`config.mk`:
```
export PLATFORM = sky130hd
export DESIGN_NAME = ber_test_sequencer
export DESIGN_NICKNAME = d
export VERILOG_FILES = /design/src/rtl/ber_test_sequencer.sv
export SDC_FILE = /design/constraint.sdc
export NUM_CORES = 1
export LEC_CHECK = 0
export CAP_MARGIN = 20
export CORE_ASPECT_RATIO = 0.5
export CORE_MARGIN = 2
export CORE_UTILIZATION = 35
export CTS_BUF_LIST = sky130_fd_sc_hd__clkbuf_8 sky130_fd_sc_hd__clkbuf_16
export DETAILED_ROUTE_END_ITERATION = 6
export GPL_ROUTABILITY_DRIVEN = 0
export GPL_TIMING_DRIVEN = 1
export MAX_ROUTING_LAYER = met4
export PLACE_DENSITY = 0.6
export SLEW_MARGIN = 20
export SYNTH_ARGS = -nofsm -noshare
export SYNTH_HDL_FRONTEND = slang
export SYNTH_SLANG_ARGS = --single-unit
```
`constraint.sdc`:
```
create_clock -name clock -period 6.6 [get_ports clock]
set_input_delay 1.65 -clock clock [delete_from_list [all_inputs] [get_ports clock]]
set_output_delay 1.65 -clock clock [all_outputs]
set_load 0.02 [all_outputs]
```
`src/rtl/ber_test_sequencer.sv`:
```
// Sequences one bit-error-rate test over the loopback path: holds the injector
// in reset, then walks warm-up, run and drain windows gating injection and
// checking, then latches the error counts and a pass/fail verdict.
module ber_test_sequencer #(
  parameter int unsigned CNT_W        = 32,
  parameter int unsigned DRAIN_CYCLES = 8,
  parameter int unsigned ERR_W        = 64
) (
  input  logic             clock,
  input  logic             reset_n,
  input  logic             start,
  input  logic             abort,
  input  logic [CNT_W-1:0] warmup_len,
  input  logic [CNT_W-1:0] run_len,
  input  logic [ERR_W-1:0] threshold,
  input  logic [ERR_W-1:0] inj_errors,
  input  logic [ERR_W-1:0] chk_errors,
  output logic             inj_reset,
  output logic             inj_stop,
  output logic             chk_clear,
  output logic             chk_en,
  output logic             busy,
  output logic             done,
  output logic             pass,
  output logic             aborted,
  output logic [ERR_W-1:0] res_inj,
  output logic [ERR_W-1:0] res_chk
);

  typedef enum logic [2:0] {
    StIdle, StClear, StWarmup, StRun, StDrain, StLatch, StDone
  } state_e;

  // Counters hold (remaining cycles - 1), so they load length-1 on entry.
  localparam logic [CNT_W-1:0] DrainLoad = CNT_W'(DRAIN_CYCLES - 1);
  localparam logic [CNT_W-1:0] CntOne    = CNT_W'(1);

  state_e           state_q, state_d;
  logic [CNT_W-1:0] cnt_q, cnt_d;
  logic [CNT_W-1:0] warmup_q, run_q;
  logic             abort_seen_q, abort_seen_d;
  logic             start_test;
  logic             pass_q, aborted_q;
  logic [ERR_W-1:0] res_inj_q, res_chk_q;
  logic [ERR_W-1:0] err_diff;
  logic             verdict;

  // Checker may never report fewer errors than were injected.
  assign err_diff = chk_errors - inj_errors;
  assign verdict  = (chk_errors >= inj_errors) && (err_diff <= threshold);

  // State, window counter and abort flag registers.
  always_ff @(posedge clock or negedge reset_n) begin
    if (!reset_n) begin
      state_q      <= StIdle;
      cnt_q        <= '0;
      abort_seen_q <= 1'b0;
    end else begin
      state_q      <= state_d;
      cnt_q        <= cnt_d;
      abort_seen_q <= abort_seen_d;
    end
  end

  // Next-state logic: window sequencing, zero-length skips and abort.
  always_comb begin
    state_d      = state_q;
    cnt_d        = cnt_q;
    abort_seen_d = abort_seen_q;
    start_test   = 1'b0;
    unique case (state_q)
      StIdle, StDone: begin
        if (start) begin
          state_d      = StClear;
          start_test   = 1'b1;
          abort_seen_d = 1'b0;
        end
      end
      StClear: begin
        if (warmup_q != '0) begin
          state_d = StWarmup;
          cnt_d   = warmup_q - CntOne;
        end else if (run_q != '0) begin
          state_d = StRun;
          cnt_d   = run_q - CntOne;
        end else begin
          state_d = StDrain;
          cnt_d   = DrainLoad;
        end
      end
      StWarmup: begin
        if (abort) begin
          state_d      = StLatch;
          abort_seen_d = 1'b1;
        end else if (cnt_q == '0) begin
          if (run_q != '0) begin
            state_d = StRun;
            cnt_d   = run_q - CntOne;
          end else begin
            state_d = StDrain;
            cnt_d   = DrainLoad;
          end
        end else begin
          cnt_d = cnt_q - CntOne;
        end
      end
      StRun: begin
        if (abort) begin
          state_d      = StLatch;
          abort_seen_d = 1'b1;
        end else if (cnt_q == '0) begin
          state_d = StDrain;
          cnt_d   = DrainLoad;
        end else begin
          cnt_d = cnt_q - CntOne;
        end
      end
      StDrain: begin
        if (abort) begin
          state_d      = StLatch;
          abort_seen_d = 1'b1;
        end else if (cnt_q == '0) begin
          state_d = StLatch;
        end else begin
          cnt_d = cnt_q - CntOne;
        end
      end
      StLatch: state_d = StDone;
      default: state_d = StIdle;
    endcase
  end

  // Control outputs decoded purely from the current state.
  always_comb begin
    inj_reset = 1'b0;
    inj_stop  = 1'b1;
    chk_clear = 1'b0;
    chk_en    = 1'b0;
    busy      = 1'b0;
    done      = 1'b0;
    unique case (state_q)
      StIdle:   inj_reset = 1'b1;
      StClear: begin
        inj_reset = 1'b1;
        chk_clear = 1'b1;
        busy      = 1'b1;
      end
      StWarmup: busy = 1'b1;
      StRun: begin
        inj_stop = 1'b0;
        chk_en   = 1'b1;
        busy     = 1'b1;
      end
      StDrain: begin
        chk_en = 1'b1;
        busy   = 1'b1;
      end
      StLatch:  busy = 1'b1;
      StDone:   done = 1'b1;
      default:  inj_reset = 1'b1;
    endcase
  end

  // Length sampling at test start and result capture in the latch cycle.
  always_ff @(posedge clock or negedge reset_n) begin
    if (!reset_n) begin
      warmup_q  <= '0;
      run_q     <= '0;
      pass_q    <= 1'b0;
      aborted_q <= 1'b0;
      res_inj_q <= '0;
      res_chk_q <= '0;
    end else begin
      if (start_test) begin
        warmup_q  <= warmup_len;
        run_q     <= run_len;
        pass_q    <= 1'b0;
        aborted_q <= 1'b0;
      end
      if (state_q == StLatch) begin
        res_inj_q <= inj_errors;
        res_chk_q <= chk_errors;
        pass_q    <= verdict && !abort_seen_q;
        aborted_q <= abort_seen_q;
      end
    end
  end

  assign pass    = pass_q;
  assign aborted = aborted_q;
  assign res_inj = res_inj_q;
  assign res_chk = res_chk_q;

endmodule
```
# == Yosys cells after proc, flatten, opt, wreduce, memory -nomap -nowiden ==
# Index checks and enable logic that the tools add are counted.
# Widths: inputs -> output; s select.
# classes
n_addsub,4
order_cmp,2
eq_ne,15
muxes,33
reduce_logical,18
# ops
op,n
$mux 32,8
$pmux 32 s4,1
$sub 32x1->32 const B,3
$ge 64x64->1,1
$le 64x64->1,1
$reduce_bool 32->1,2
$sub 64x64->64,1
$logic_not 32->1,1
$mux 3,9
$pmux 3 s6,1
$mux 1,13
$ne 2x2->1 const B,5
$reduce_or 5->1,2
$eq 3x3->1 const B,3
$ne 3x3->1 const B,3
$eq 3x2->1 const B,2
$reduce_and 5->1,1
$reduce_and 4->1,1
$reduce_bool 2->1,2
$reduce_bool 4->1,1
$reduce_or 2->1,2
$eq 3x1->1 const B,1
$logic_not 3->1,1
$reduce_and 3->1,1
other kinds (5),6
# totals
register_bits,230
inputBits,260
elab_cells,81

# == Longest topological paths before layout ==
# depth
ltp_word,5
ltp_mapped,24
mapped_depth_nobuf,24

# == Worst setup path after synthesis ==
# No wires, ideal clock.
# synth_timing
path_type,input-to-reg
startpoint,input chk_errors[0]
endpoint,"register pass_q, in the netlist pass"
setup_ns,0.082
t_arrival_ns,5.700
required_ns,6.518
slack_ns,0.818
cell_stages,24
n_path_buf,0
path_cell_list,inv_1 > ha_1 > inv_1 > fa_1 > a211oi_1 > o21ai_0 > a21oi_1 > o21bai_1 > a221oi_1 > o21a_1 > o21ai_0 > a221o_1 > a311oi_1 > xnor2_1 > ha_1 > a21o_1 > a21o_1 > a21oi_1 > o21ai_0 > a21oi_1 > o21ai_0 > a21oi_1 > o21ai_0 > o22ai_1
# synth_between
elab_chain_cells,5
# synth_lines
item,line,text
from (decl),17,"input logic [ERR_W-1:0] chk_errors,"
$sub 64x64->64,49,assign err_diff = chk_errors - inj_errors;
$le 64x64->1,50,assign verdict = (chk_errors >= inj_errors) && (err_diff <= threshold);
$logic_and 1x1->1 *,50,
$logic_and 1x1->1 *,183,pass_q <= verdict && !abort_seen_q;
$mux 1 *,180,if (state_q == StLatch) begin
to (signal assigned),183,
to (decl),43,"logic pass_q, aborted_q;"
# Mark *: on every way between the ends. The rest lies on a longest branch, timed or not.
# A chain may end at the register's enable or synchronous reset.

# == Worst setup path in the final report ==
# layout_timing
startpoint,input inj_errors[0]
endpoint,"register pass_q, in the netlist pass"
# layout_between
elab_chain_cells,5
# layout_lines
item,line,text
from (decl),16,"input logic [ERR_W-1:0] inj_errors,"
$sub 64x64->64,49,
$le 64x64->1,50,
$logic_and 1x1->1 *,50,
$logic_and 1x1->1 *,183,
$mux 1 *,180,
# Marked as above.

==> flow_summary.html <==
<table>
<tr><th>Metric</th><th>Value</th></tr>
<tr><th colspan="2">Run status</th></tr>
<tr><td>Status</td><td>complete, no violations</td></tr>
<tr><th colspan="2">Logic synthesis</th></tr>
<tr><td>Number of enable-type register cells in the synthesized netlist</td><td>0</td></tr>
<tr><td>Portion of the post-synthesis area used by sequential elements</td><td>0.343</td></tr>
<tr><td>Yosys warnings</td><td>0</td></tr>
<tr><td>Net Count, Synth</td><td>2317</td></tr>
<tr><td>Post-Syn Instances</td><td>1921</td></tr>
<tr><td>Synthesized area</td><td>16800 µm²</td></tr>
<tr><td>Synthesized flop and latch total</td><td>230</td></tr>
<tr><td>Post-synthesis async set-or-reset flop share</td><td>1.00</td></tr>
<tr><td>Cell accounting for the most synthesized area</td><td>sky130_fd_sc_hd__dfrtp_1</td></tr>
<tr><td>Biggest area contributors in the synthesized netlist</td><td>sky130_fd_sc_hd__dfrtp_1, sky130_fd_sc_hd__ha_1, sky130_fd_sc_hd__mux2_2</td></tr>
<tr><td>Post-synth top flop</td><td>sky130_fd_sc_hd__dfrtp_1</td></tr>
<tr><td>Post-synth top area share</td><td>0.343</td></tr>
<tr><td>Avg Synthesized Cell Area</td><td>8.73 µm²</td></tr>
<tr><td>Netlist cell types</td><td>74</td></tr>
<tr><th colspan="2">Power</th></tr>
<tr><td>Share of total power consumed by net switching</td><td>0.414</td></tr>
<tr><td>Internal power</td><td>approximately 5000 µW</td></tr>
<tr><td>Share of power burned in combinational logic</td><td>0.518</td></tr>
<tr><td>Leakage component of the power</td><td>0.00985 µW</td></tr>
<tr><td>Switching Power</td><td>3560 µW</td></tr>
<tr><td>Cell area power density</td><td>386 nW/µm²</td></tr>
<tr><td>Worst vdd rail ir drop</td><td>0.188 mV</td></tr>
<tr><td>Sequential cell fraction of total power</td><td>0.317</td></tr>
<tr><td>Fraction of power consumed by the clock network</td><td>0.165</td></tr>
<tr><th colspan="2">Floorplanning</th></tr>
<tr><td>Die boundary width</td><td>314 µm</td></tr>
<tr><td>Effective utilization at floorplan</td><td>0.356</td></tr>
<tr><td>Standard-cell rows</td><td>between 50 and 60</td></tr>
<tr><td>Number of top-level pins</td><td>396</td></tr>
<tr><td>Area of the core region</td><td>47100 µm²</td></tr>
<tr><td>Die H</td><td>159 µm</td></tr>
<tr><td>Area enclosed by the die boundary</td><td>49800 µm²</td></tr>
<tr><th colspan="2">Critical path</th></tr>
<tr><td>Worst Reg-to-Reg Cells</td><td>10</td></tr>
<tr><td>Worst path required time</td><td>~7 ns</td></tr>
<tr><td>Crit-path slowest cell</td><td>sky130_fd_sc_hd__clkdlybuf4s50_1</td></tr>
<tr><td>Critical Path Max Stage Delay</td><td>0.48 ns</td></tr>
<tr><td>CP Depth</td><td>25</td></tr>
<tr><td>Worst path bufs/invs</td><td>3</td></tr>
<tr><td>Crit Path Category</td><td>in2reg</td></tr>
<tr><td>CP top delay family</td><td>compound AO/OA/AOI/OAI gates</td></tr>
<tr><td>Worst path arrival time</td><td>6.52 ns</td></tr>
<tr><td>Worst setup EP type</td><td>flop</td></tr>
<tr><td>Worst-path maximum fanout</td><td>3</td></tr>
<tr><td>Critical path launch point type</td><td>input pin</td></tr>
<tr><th colspan="2">Route</th></tr>
<tr><td>Total iterations of the first detailed-routing run</td><td>5</td></tr>
<tr><td>Routed wire length</td><td>56000 µm</td></tr>
<tr><td>Routed vias/inst</td><td>5.21</td></tr>
<tr><td>DRC viols</td><td>0</td></tr>
<tr><td>Antenna-violating nets left</td><td>0</td></tr>
<tr><td>Total number of vias</td><td>15400</td></tr>
<tr><td>First DRT Iteration DRCs</td><td>1053</td></tr>
<tr><td>Average wire per cell in the routed design</td><td>18.9 µm</td></tr>
<tr><th colspan="2">Layout</th></tr>
<tr><td>Final #Nets</td><td>2692</td></tr>
<tr><td>Final standard cell utilization of the core</td><td>0.474</td></tr>
<tr><td>Layout overhead on the synthesized area</td><td>33.0%</td></tr>
<tr><td>Count of fill cells added during filler insertion</td><td>4639</td></tr>
<tr><td>Leading cell types in the layout, fill and taps excluded</td><td>sky130_fd_sc_hd__clkdlybuf4s50_1, sky130_fd_sc_hd__dfrtp_1, sky130_fd_sc_hd__nand2_1, sky130_fd_sc_hd__o21ai_0, sky130_fd_sc_hd__inv_1</td></tr>
<tr><td>Most common library cell in the layout ignoring fill and taps</td><td>sky130_fd_sc_hd__clkdlybuf4s50_1</td></tr>
<tr><td>Finished layout cell area</td><td>about 22000 µm²</td></tr>
<tr><td>Share of cells above drive strength 1</td><td>0.0990</td></tr>
<tr><th colspan="2">GRT</th></tr>
<tr><td>Maximum number of pins on one net before global-route repair</td><td>96</td></tr>
<tr><td>Number of antenna violations at the first check in global routing</td><td>13</td></tr>
<tr><td>Overflow after GRT</td><td>0</td></tr>
<tr><td>GRT Util Overall</td><td>0.226</td></tr>
<tr><td>Via count of the first global-routing pass</td><td>15200</td></tr>
<tr><td>First-pass GRT wire length</td><td>86900 µm</td></tr>
<tr><th colspan="2">CTS</th></tr>
<tr><td>Deepest clock path buffer count</td><td>3</td></tr>
<tr><td>CTS sink cnt</td><td>230</td></tr>
<tr><td>Clock H-tree levels</td><td>1</td></tr>
<tr><td>Post-CTS setup repair buffer count</td><td>0</td></tr>
<tr><td>CTS tree</td><td>done</td></tr>
<tr><td>Root buffer cell</td><td>sky130_fd_sc_hd__clkbuf_16</td></tr>
<tr><td>Clock insertion delay at the later pin of the skew report</td><td>0.57 ns</td></tr>
<tr><td>Clk slew on worst S/H paths</td><td>0.07 ns</td></tr>
<tr><td>Number of clock buffers inserted by TritonCTS</td><td>25</td></tr>
<tr><th colspan="2">Timing</th></tr>
<tr><td>Max Clk Rate</td><td>~0.17 GHz</td></tr>
<tr><td>WHS</td><td>roughly 0.48 ns</td></tr>
<tr><td>Setup-violating endpoint count in the final report</td><td>0</td></tr>
<tr><td>Worst setup skew after layout</td><td>0.0194 ns</td></tr>
<tr><td>Min Clock Period, post-route</td><td>between 6 and 7 ns</td></tr>
<tr><td>Final Worst Setup Slack</td><td>0.565 ns</td></tr>
<tr><td>Unrepaired setup endpoints after global routing</td><td>no</td></tr>
<tr><td>Worst slew slack as a fraction of its limit</td><td>0.286</td></tr>
<tr><td>Transition time of the tightest slew-check pin</td><td>1.06 ns</td></tr>
<tr><td>Final clock period utilization by the worst path</td><td>0.914</td></tr>
<tr><td>Final number of hold-violating endpoints</td><td>0</td></tr>
<tr><td>Max-slew violation count</td><td>0</td></tr>
<tr><th colspan="2">Worst hold path</th></tr>
<tr><td>Path type of the worst min-delay path</td><td>reg2reg</td></tr>
<tr><td>Cell depth of the worst min-delay path</td><td>2</td></tr>
<tr><th colspan="2">Placed design</th></tr>
<tr><td>Placed cell areas</td><td>21500 µm²</td></tr>
<tr><td>IO buf count</td><td>395</td></tr>
<tr><td>Half-perimeter wire length after placement</td><td>44800 µm</td></tr>
<tr><td>Pre-CTS WS</td><td>-0.0187 ns</td></tr>
<tr><th colspan="2">Flow run</th></tr>
<tr><td>Number of violations of the max-capacitance limit</td><td>0</td></tr>
</table>
## area by class of cell
| cell class | count | area, µm² | area share |
|---|---|---|---|
| Sequential cell | 230 | 5760 | 0.258 |
| Clock buffer | 31 | 708 | 0.0318 |
| Multi-Input combinational cell | 1455 | 10100 | 0.453 |
| Inverter | 152 | 571 | 0.0256 |
| Timing Repair Buffer | 432 | 4240 | 0.190 |
| Antenna cell | 13 | 32.5 | 0.00146 |
| Clock inverter | 12 | 92.6 | 0.00415 |
| Tap cell | 638 | 798 | 0.0358 |
## flip-flops by register name (all words and copies together), names as in the netlist
register      flops
cnt_q            32
run_q            32
warmup_q         32
aborted           1
res_chk          64
res_inj          64
state_q           3
pass              1
abort_seen_q      1
## power by group through the flow
stage	logic [µW]	clock network (µW)	registers [µW]
finish	4460	1420	2730
CTS	4460	1470	2730
detailed placement	4450	0	2750
floorplan	2290	0	3110
global placement	4400	0	2730
global route	4830	1520	2840
## cells in the mapped netlist (all sizes together) (14+ instances only)
master / count
dfrtp: 230
nand2: 180
o21ai: 175
inv: 152
a21oi: 137
ha: 135
nor2: 135
mux2: 124
xnor2: 72
a21o: 67
clkbuf: 65
xor2: 58
nor3: 39
nand4: 35
nand3: 31
nor4: 27
a211oi: 19
buf: 19
nor2b: 15
o21bai: 15
and3: 14
or3: 14
## worst register-to-register path, cell delays in order (launching register included)
cell	delay, ns
sky130_fd_sc_hd__dfrtp_1	0.44
sky130_fd_sc_hd__or3_1	0.44
sky130_fd_sc_hd__or4_1	0.56
sky130_fd_sc_hd__or4_4	0.48
sky130_fd_sc_hd__nor4_4	0.74
sky130_fd_sc_hd__nand2_2	0.16
sky130_fd_sc_hd__nor2_4	0.36
sky130_fd_sc_hd__nor2_1	0.11
sky130_fd_sc_hd__nor2_2	0.44
sky130_fd_sc_hd__a21oi_1	0.17
sky130_fd_sc_hd__o21ai_0	0.19
## metal layers
layer,vias up,global-route usage,routed length (µm)
met5,-,-,0
met4,0,0.0744,1640
met3,77,0.0303,2440
met2,380,0.390,28300
met1,7371,0.272,23600
li1,7602,-,-
## per-stage QoR
stage	power (µW)	setup TNS [ns]	std cells
floorplan	5400	0	1921
global placement	7120	-0.00764	2907
detailed placement	7200	-0.0187	2907
CTS	8660	0	2950
global route	9190	0	2963
finish	8610	0	2963
## logic make-up (layout without fill, tap and decap cells)
| kind of cell | count (synthesis) | after routing | synth area share |
|---|---|---|---|
| AOI/OAI and AO/OA | 521 | 521 | 0.191 |
| xor gates and xnor gates | 130 | 130 | 0.0679 |
| muxes | 124 | 124 | 0.0833 |
| DFF | 230 | 230 | 0.343 |
| and+or+nand+nor | 544 | 544 | 0.157 |
| buffers and inverters | 236 | 627 | 0.0555 |
| adders and majority gates | 136 | 136 | 0.102 |
| other | 0 | 13 | 0 |
## worst paths after layout
check | startpoint | to | slack [ns]
setup / recovery | inj_errors[0] | pass | 0.56
hold / removal | res_inj[41] | res_inj[41] | 0.48
setup reg to reg | cnt_q[14] | cnt_q[30] | 2.43
hold reg to reg | res_inj[41] | res_inj[41] | 0.48
max in group asynchronous | reset_n | cnt_q[11] | 4.16
min in group asynchronous | reset_n | res_chk[21] | 1.06
## timing repair
action                     in CTS  in global routing
setup endpoints to repair       0                  1
hold buffers                    0                  0
resized for setup               0                  1
(Power assumes the default switching activity.)
